### config.mk
export PLATFORM = sky130hd
export DESIGN_NAME = rr_lock_arb_flat
export DESIGN_NICKNAME = d
export VERILOG_FILES = /design/src/rtl/icache_pkg.sv /design/src/rtl/rr_lock_arb_if.sv /design/src/rtl/cmn_real_mux_onehot.sv /design/src/rtl/rr_lock_arb_skid.sv /design/src/rtl/rr_lock_arb.sv /design/src/flat_wrapper.sv
export SDC_FILE = /design/constraint.sdc
export NUM_CORES = 1
export LEC_CHECK = 0
export BUFFER_PORTS_ARGS = -buffer_cell sky130_fd_sc_hd__buf_4
export CAP_MARGIN = 20
export CORE_ASPECT_RATIO = 1.5
export CORE_MARGIN = 3
export CORE_UTILIZATION = 35
export DETAILED_ROUTE_END_ITERATION = 10
export SLEW_MARGIN = 10
export SYNTH_ARGS = -nofsm -noshare
export SYNTH_HDL_FRONTEND = slang
export SYNTH_SLANG_ARGS = --single-unit
### constraint.sdc
create_clock -name clk -period 2.4 [get_ports clk]
set_clock_uncertainty 0.15 [all_clocks]
set_input_delay 0.36 -clock clk [delete_from_list [all_inputs] [get_ports clk]]
set_output_delay 0.36 -clock clk [all_outputs]
set_load 0.05 [all_outputs]
### src/rtl/icache_pkg.sv
// rtl/icache_pkg.sv - shared icache request payload, arbiter state type and index-width helper
// Contents: icache_req_t (requester payload), arb_state_e (arbiter FSM states),
// idx_width() (bits needed to index n requesters).
package icache_pkg;

  typedef struct packed {
    logic [27:0] addr;
    logic [3:0]  tag;
  } icache_req_t;

  typedef enum logic {
    ARB_IDLE = 1'b0,
    ARB_LOCK = 1'b1
  } arb_state_e;

  function automatic int idx_width(input int n);
    return (n <= 2) ? 1 : $clog2(n);
  endfunction

endpackage

### src/rtl/rr_lock_arb_if.sv
// rtl/rr_lock_arb_if.sv - requester/master handshake bundle for rr_lock_arb
// Signals: v_vld_s/v_rdy_s/v_pld_s/v_last_s (per-requester side, WIDTH wide),
// vld_m/rdy_m/pld_m/last_m/idx_m (merged master side).
// Modports: slave (arbiter view), master (view of the agents around the arbiter).
interface rr_lock_arb_if #(
  parameter int  WIDTH    = 4,
  parameter type PLD_TYPE = logic
);
  import icache_pkg::*;

  localparam int IDX_W = idx_width(WIDTH);

  logic [WIDTH-1:0]    v_vld_s;
  logic [WIDTH-1:0]    v_rdy_s;
  PLD_TYPE [WIDTH-1:0] v_pld_s;
  logic [WIDTH-1:0]    v_last_s;
  logic                vld_m;
  logic                rdy_m;
  PLD_TYPE             pld_m;
  logic                last_m;
  logic [IDX_W-1:0]    idx_m;

  modport slave (
    input  v_vld_s, v_pld_s, v_last_s, rdy_m,
    output v_rdy_s, vld_m, pld_m, last_m, idx_m
  );

  modport master (
    output v_vld_s, v_pld_s, v_last_s, rdy_m,
    input  v_rdy_s, vld_m, pld_m, last_m, idx_m
  );

endinterface

### src/rtl/cmn_real_mux_onehot.sv
// rtl/cmn_real_mux_onehot.sv - AND-OR payload mux driven by a one-hot select
// Ports: i_sel (one-hot select, WIDTH), i_data (WIDTH payloads), o_data (selected payload,
// all zeros when i_sel is zero).
module cmn_real_mux_onehot #(
  parameter int  WIDTH    = 4,
  parameter type PLD_TYPE = logic
) (
  input  logic [WIDTH-1:0]    i_sel,
  input  PLD_TYPE [WIDTH-1:0] i_data,
  output PLD_TYPE             o_data
);

  localparam int DW = $bits(PLD_TYPE);

  logic [DW-1:0] w_acc;

  always_comb begin
    w_acc = '0;
    for (int i = 0; i < WIDTH; i++) begin
      w_acc = w_acc | (i_data[i] & {DW{i_sel[i]}});
    end
  end

  assign o_data = w_acc;

endmodule

### src/rtl/rr_lock_arb_skid.sv
// rtl/rr_lock_arb_skid.sv - 2-entry registered skid stage between arbiter and master port
// Used only when RR_LOCK_ARB_SKID_EN is defined.
// Ports: clk, rst_n (async, active-high); i_vld/i_pld/i_last/i_idx/o_rdy (arbiter side);
// o_vld/o_pld/o_last/o_idx/i_rdy (master side).
module rr_lock_arb_skid #(
  parameter type PLD_TYPE = logic,
  parameter int  IDX_W    = 2
) (
  input  logic             clk,
  input  logic             rst_n,
  input  logic             i_vld,
  input  PLD_TYPE          i_pld,
  input  logic             i_last,
  input  logic [IDX_W-1:0] i_idx,
  output logic             o_rdy,
  output logic             o_vld,
  output PLD_TYPE          o_pld,
  output logic             o_last,
  output logic [IDX_W-1:0] o_idx,
  input  logic             i_rdy
);

  PLD_TYPE          r_pld  [2];
  logic             r_last [2];
  logic [IDX_W-1:0] r_idx  [2];
  logic             r_wr;
  logic             r_rd;
  logic [1:0]       r_cnt;
  logic             r_rdy;

  logic       w_push;
  logic       w_pop;
  logic [1:0] w_cnt_nxt;

  assign w_push    = i_vld & r_rdy;
  assign w_pop     = (r_cnt != 2'd0) & i_rdy;
  assign w_cnt_nxt = r_cnt + 2'(w_push) - 2'(w_pop);

  // Ready is a flop so rdy_m never reaches the requester ready path.
  always_ff @(posedge clk or posedge rst_n) begin
    if (rst_n) begin
      for (int i = 0; i < 2; i++) begin
        r_pld[i]  <= '0;
        r_last[i] <= 1'b0;
        r_idx[i]  <= '0;
      end
      r_wr  <= 1'b0;
      r_rd  <= 1'b0;
      r_cnt <= 2'd0;
      r_rdy <= 1'b1;
    end else begin
      if (w_push) begin
        r_pld[r_wr]  <= i_pld;
        r_last[r_wr] <= i_last;
        r_idx[r_wr]  <= i_idx;
        r_wr         <= ~r_wr;
      end
      if (w_pop) begin
        r_rd <= ~r_rd;
      end
      r_cnt <= w_cnt_nxt;
      r_rdy <= (w_cnt_nxt != 2'd2);
    end
  end

  assign o_rdy  = r_rdy;
  assign o_vld  = (r_cnt != 2'd0);
  assign o_pld  = r_pld[r_rd];
  assign o_last = r_last[r_rd];
  assign o_idx  = r_idx[r_rd];

endmodule

### src/rtl/rr_lock_arb.sv
// rtl/rr_lock_arb.sv - round-robin arbiter with burst lock for the icache request paths
// Ports: clk, rst_n (async, active-high); bus (rr_lock_arb_if.slave): per-requester
// v_vld_s/v_pld_s/v_last_s in, v_rdy_s out; master vld_m/pld_m/last_m/idx_m out, rdy_m in.
// Option: RR_LOCK_ARB_SKID_EN inserts rr_lock_arb_skid on the master side.
module rr_lock_arb
  import icache_pkg::*;
#(
  parameter int  WIDTH    = 4,
  parameter type PLD_TYPE = logic
) (
  input logic          clk,
  input logic          rst_n,
  rr_lock_arb_if.slave bus
);

  localparam int IDX_W = idx_width(WIDTH);
  localparam logic [WIDTH-1:0] ONE = WIDTH'(1);

  arb_state_e       r_state;
  logic [IDX_W-1:0] r_ptr;
  logic [IDX_W-1:0] r_lock_idx;
  logic             r_hold;

  arb_state_e       w_state_nxt;
  logic [IDX_W-1:0] w_ptr_nxt;
  logic [IDX_W-1:0] w_lock_nxt;
  logic             w_hold_nxt;

  logic [WIDTH-1:0]   w_elig;
  logic [WIDTH-1:0]   w_mask;
  logic [2*WIDTH-1:0] w_dbl;
  logic               w_win_vld;
  logic [IDX_W-1:0]   w_win_idx;
  logic [WIDTH-1:0]   w_gnt;
  logic               w_arb_rdy;
  logic               w_xfer;
  logic               w_last;
  PLD_TYPE            w_pld;

  function automatic logic [IDX_W-1:0] f_next(input logic [IDX_W-1:0] i_idx);
    return (int'(i_idx) == WIDTH - 1) ? '0 : i_idx + IDX_W'(1);
  endfunction

  // Inside a burst, or while an un-accepted beat is waiting, only r_lock_idx may win,
  // so the grant cannot move under a pending beat.
  // The low copy of w_dbl keeps only indices >= ptr; the first set bit across both
  // copies is the wrap-around winner.
  always_comb begin
    w_elig = bus.v_vld_s;
    if (r_state == ARB_LOCK || r_hold) begin
      w_elig = bus.v_vld_s & (ONE << r_lock_idx);
    end
    for (int i = 0; i < WIDTH; i++) begin
      w_mask[i] = (i >= int'(r_ptr));
    end
    w_dbl     = {w_elig, w_elig & w_mask};
    w_win_vld = |w_elig;
    w_win_idx = '0;
    for (int i = 2 * WIDTH - 1; i >= 0; i--) begin
      if (w_dbl[i]) begin
        w_win_idx = IDX_W'(i % WIDTH);
      end
    end
  end

  assign w_gnt       = w_win_vld ? (ONE << w_win_idx) : '0;
  assign bus.v_rdy_s = w_gnt & {WIDTH{w_arb_rdy}};
  assign w_xfer      = w_win_vld & w_arb_rdy;
  assign w_last      = |(w_gnt & bus.v_last_s);

  cmn_real_mux_onehot #(
    .WIDTH    (WIDTH),
    .PLD_TYPE (PLD_TYPE)
  ) u_pld_mux (
    .i_sel  (w_gnt),
    .i_data (bus.v_pld_s),
    .o_data (w_pld)
  );

  always_ff @(posedge clk or posedge rst_n) begin
    if (rst_n) begin
      r_state    <= ARB_IDLE;
      r_ptr      <= '0;
      r_lock_idx <= '0;
      r_hold     <= 1'b0;
    end else begin
      r_state    <= w_state_nxt;
      r_ptr      <= w_ptr_nxt;
      r_lock_idx <= w_lock_nxt;
      r_hold     <= w_hold_nxt;
    end
  end

  always_comb begin
    w_state_nxt = r_state;
    w_ptr_nxt   = r_ptr;
    w_lock_nxt  = r_lock_idx;
    w_hold_nxt  = 1'b0;
    case (r_state)
      ARB_IDLE: begin
        if (w_xfer) begin
          if (w_last) begin
            w_ptr_nxt = f_next(w_win_idx);
          end else begin
            w_lock_nxt  = w_win_idx;
            w_state_nxt = ARB_LOCK;
          end
        end else if (w_win_vld) begin
          w_hold_nxt = 1'b1;
          w_lock_nxt = w_win_idx;
        end
      end
      ARB_LOCK: begin
        if (w_xfer && w_last) begin
          w_ptr_nxt   = f_next(r_lock_idx);
          w_state_nxt = ARB_IDLE;
        end
      end
      default: w_state_nxt = ARB_IDLE;
    endcase
  end

`ifdef RR_LOCK_ARB_SKID_EN
  rr_lock_arb_skid #(
    .PLD_TYPE (PLD_TYPE),
    .IDX_W    (IDX_W)
  ) u_skid (
    .clk    (clk),
    .rst_n  (rst_n),
    .i_vld  (w_win_vld),
    .i_pld  (w_pld),
    .i_last (w_last),
    .i_idx  (w_win_idx),
    .o_rdy  (w_arb_rdy),
    .o_vld  (bus.vld_m),
    .o_pld  (bus.pld_m),
    .o_last (bus.last_m),
    .o_idx  (bus.idx_m),
    .i_rdy  (bus.rdy_m)
  );
`else
  assign w_arb_rdy  = bus.rdy_m;
  assign bus.vld_m  = w_win_vld;
  assign bus.pld_m  = w_pld;
  assign bus.last_m = w_last;
  assign bus.idx_m  = w_win_idx;
`endif

endmodule
### src/flat_wrapper.sv
// flat-port wrapper written by rule: the top's interface ports become plain ports
module rr_lock_arb_flat import icache_pkg::*;
#(
  parameter int  WIDTH    = 4,
  parameter type PLD_TYPE = logic
)
  (clk, rst_n, bus_v_vld_s, bus_v_pld_s, bus_v_last_s, bus_rdy_m, bus_v_rdy_s, bus_vld_m, bus_pld_m, bus_last_m, bus_idx_m);
  rr_lock_arb_if #(.WIDTH(WIDTH), .PLD_TYPE(PLD_TYPE)) bus_i ();
  input logic clk;
  input logic rst_n;
  input wire logic [$bits(bus_i.v_vld_s)-1:0] bus_v_vld_s;
  input wire logic [$bits(bus_i.v_pld_s)-1:0] bus_v_pld_s;
  input wire logic [$bits(bus_i.v_last_s)-1:0] bus_v_last_s;
  input wire logic [$bits(bus_i.rdy_m)-1:0] bus_rdy_m;
  output wire logic [$bits(bus_i.v_rdy_s)-1:0] bus_v_rdy_s;
  output wire logic [$bits(bus_i.vld_m)-1:0] bus_vld_m;
  output wire logic [$bits(bus_i.pld_m)-1:0] bus_pld_m;
  output wire logic [$bits(bus_i.last_m)-1:0] bus_last_m;
  output wire logic [$bits(bus_i.idx_m)-1:0] bus_idx_m;
  assign bus_i.v_vld_s = bus_v_vld_s;
  assign bus_i.v_pld_s = bus_v_pld_s;
  assign bus_i.v_last_s = bus_v_last_s;
  assign bus_i.rdy_m = bus_rdy_m;
  assign bus_v_rdy_s = bus_i.v_rdy_s;
  assign bus_vld_m = bus_i.vld_m;
  assign bus_pld_m = bus_i.pld_m;
  assign bus_last_m = bus_i.last_m;
  assign bus_idx_m = bus_i.idx_m;
  rr_lock_arb #(.WIDTH(WIDTH), .PLD_TYPE(PLD_TYPE)) u_core (.clk(clk), .rst_n(rst_n), .bus(bus_i));
endmodule
==> reports/results.ini <==
[timing]
maxSlewViolCount=0
setup_ws_ns=-0.660
final-hold-violation-count=0
setup-tns-final_ns=-4.94
setup_viol=13
rsz0062_at_grt=true
slew_headroom_pct=77.2
worstMarginPinSlew_ns=0.343
clock.fmax_mhz=327
period_minus_slack_ns=3.06
finalCritPeriodShare_pct=128

[critical_path]
r2r_cells=14
path_cells=inv_2, ha_4, o21bai_4, nand4_1, o31a_1, o311a_4, inv_4, ha_4, a22o_1, a21o_4, buf_6
crit_path_end_kind=primary output
cp_max_fo=4
timing.reg2reg.setup_slack_ns=-0.45
crit_path_max_incr_delay_ns=0.40
worstSetupStartpointType=flip-flop
critPathBufInv=3
cp_top_family=compound AO/OA/AOI/OAI gates
crit_type=reg -> out
cp.depth=11
cp.required_ns=1.89
cpMostUsedCell=ha_4
arrival_ns=2.55
slowest_stage=dfrtp_1
crit_start=u_core.r_lock_idx[0]
cp-endpoint=bus_last_m
r2r-start=u_core.r_lock_idx[0]
r2r-end=u_core.r_lock_idx[0]

[placement]
io_buffer_count=23
dpl_cell_area_mm2=0.00117
dp.final_hpwl_um=1790
gp_congestion=0.895

[yosys]
syn_avg_cell_area_um2=8.85
synth_warnings=0
syn-cell-area_um2=717
netlist_instances=81
synthArstFlopShare_pct=100
ys_ff_latch=6
synth_nets=102
synth-main-ff-cell=dfrtp_1
synth_cell_types=33
yosysSeqAreaShare_pct=20.9
synth_edf_count=0

[cts]
clk_pin_slew_worst_paths_ns=0.04
clkSinkCount=6
cts.path.max_buffers=2
cts_tree=built
insertion_delay_ns=0.25
cts_buffers=3
cts_root_buffer=clkbuf_4
h-tree-depth=1

[drt]
drt_pass1_iterations=6
routed_wl_um=2720
final_antenna_net_count=0
drtIter0Drc=34
m1WireLength_um=930
dr_wl_met2_um=1520
drc=0
num_vias=897
wire_per_inst_um=16.5
highest_layer=met4
routed_via_density=5.44
wl_met3_um=137

[global_route]
grt_pass1_vias=894
grt_usage_pct=18.6
grt_first_pass_wirelength_um=3710
grt_max_degree=9
antenna_found_initial=0
overflow=0

[floorplan]
dieArea_mm2=0.00264
core_area_mm2=0.00188
fp-row-count=19
die_w_um=43.0
io_pins=24
die_height_um=61.4
start_util_pct=38.2

[layout]
stdcell_area_mm2=0.00144
fill_cells=126
layout_commonest_cell=buf_4
nets=167
syn_to_final_growth_pct=100
antennaDiodeCount=0
final_cell_mix=buf_4 (50), nand2_1 (8), buf_6 (6)
drive_above_1_share_pct=68.8

[flow_run]
drv_cap=0

[status]
status=complete, but fails checks
violations=negative setup slack

[hold_path]
hold_class=in -> reg

-- cell type report --
type	count	area, um^2	share of cell area [%]
inverters	8	38.8	2.70
clock buffers	3	22.5	1.57
flip-flops and latches	6	151	10.5
repair buffers	61	513	35.7
multi-input cells	66	684	47.6
well taps	21	26.3	1.83
-- how the worst min path moves through the flow --
stage	slack [ns]	start	endpoint	depth (start not counted)
after floorplan	0.001	rst_n	async pin	1
after global placement	0.14	rst_n	u_core.r_lock_idx[0]	2
after detailed placement	0.14	rst_n	u_core.r_lock_idx[1]	2
after CTS	0.28	bus_rdy_m	u_core.r_hold	4
after global routing	0.34	bus_rdy_m	u_core.r_hold	4
final	0.32	bus_rdy_m	u_core.r_hold	4
-- repair_timing --
action	4_1_cts	5_1_grt
pin swaps	7	15
cloned	0	0
endpoints found under the setup margin	13	14
setup buffers	4	5
resized for setup	17	24
endpoints found under the hold margin	6	0
hold buffers	1	0
-- worst reg2reg max path: stages, from the launching register on --
cell and delay (ns):
dfrtp_1 0.40, inv_2 0.09, ha_4 0.15, o21bai_4 0.18, nand4_1 0.15, o31a_1 0.23, o311a_4 0.26, inv_4 0.05
ha_4 0.16, a22o_1 0.27, buf_6 0.14, nor2_4 0.09, o2111ai_2 0.14, nand2_2 0.13, mux2i_1 0.19
-- cell families after synthesis --
kind of cell	Yosys count	synth area share, %
simple gates	30	21.5
compound gates	25	34.4
buf+inv	9	5.76
fa+ha+maj	6	10.5
flops	6	20.9
mux	5	6.98
-- metrics by stage --
step	instances	hold slack [ns]	util, %	setup WS (ns)
4_1_cts	161	0.284	69.2	-0.549
3_3_place_gp	153	0.141	62.3	-0.372
5_1_grt	165	0.344	76.5	-0.782
3_5_place_dp	153	0.143	62.3	-0.375
6_report	165	0.318	76.5	-0.660
2_1_floorplan	81	0.000959	-	-0.422
-- per-layer routing --
layer | up-vias | global-route usage [%]
li1 | 429 | -
met1 | 419 | 19.6
met2 | 38 | 36.3
met3 | 11 | 4.09
met4 | 0 | 6.47
met5 | - | 0
-- cells in the mapped netlist, types with 4 or more instances --
cell type / n / area (um^2)
ha_1: 6 / 75.1
nand2_1: 11 / 41.3
nor2_1: 4 / 15.0
inv_1: 7 / 26.3
mux2i_1: 5 / 50.1
a32oi_1: 4 / 35.0
dfrtp_1: 6 / 150
and2_1: 4 / 25.0
Power is left out: the tool's default activity adds up to more than one toggle a clock period on the data nets, which glitch-free logic cannot reach.
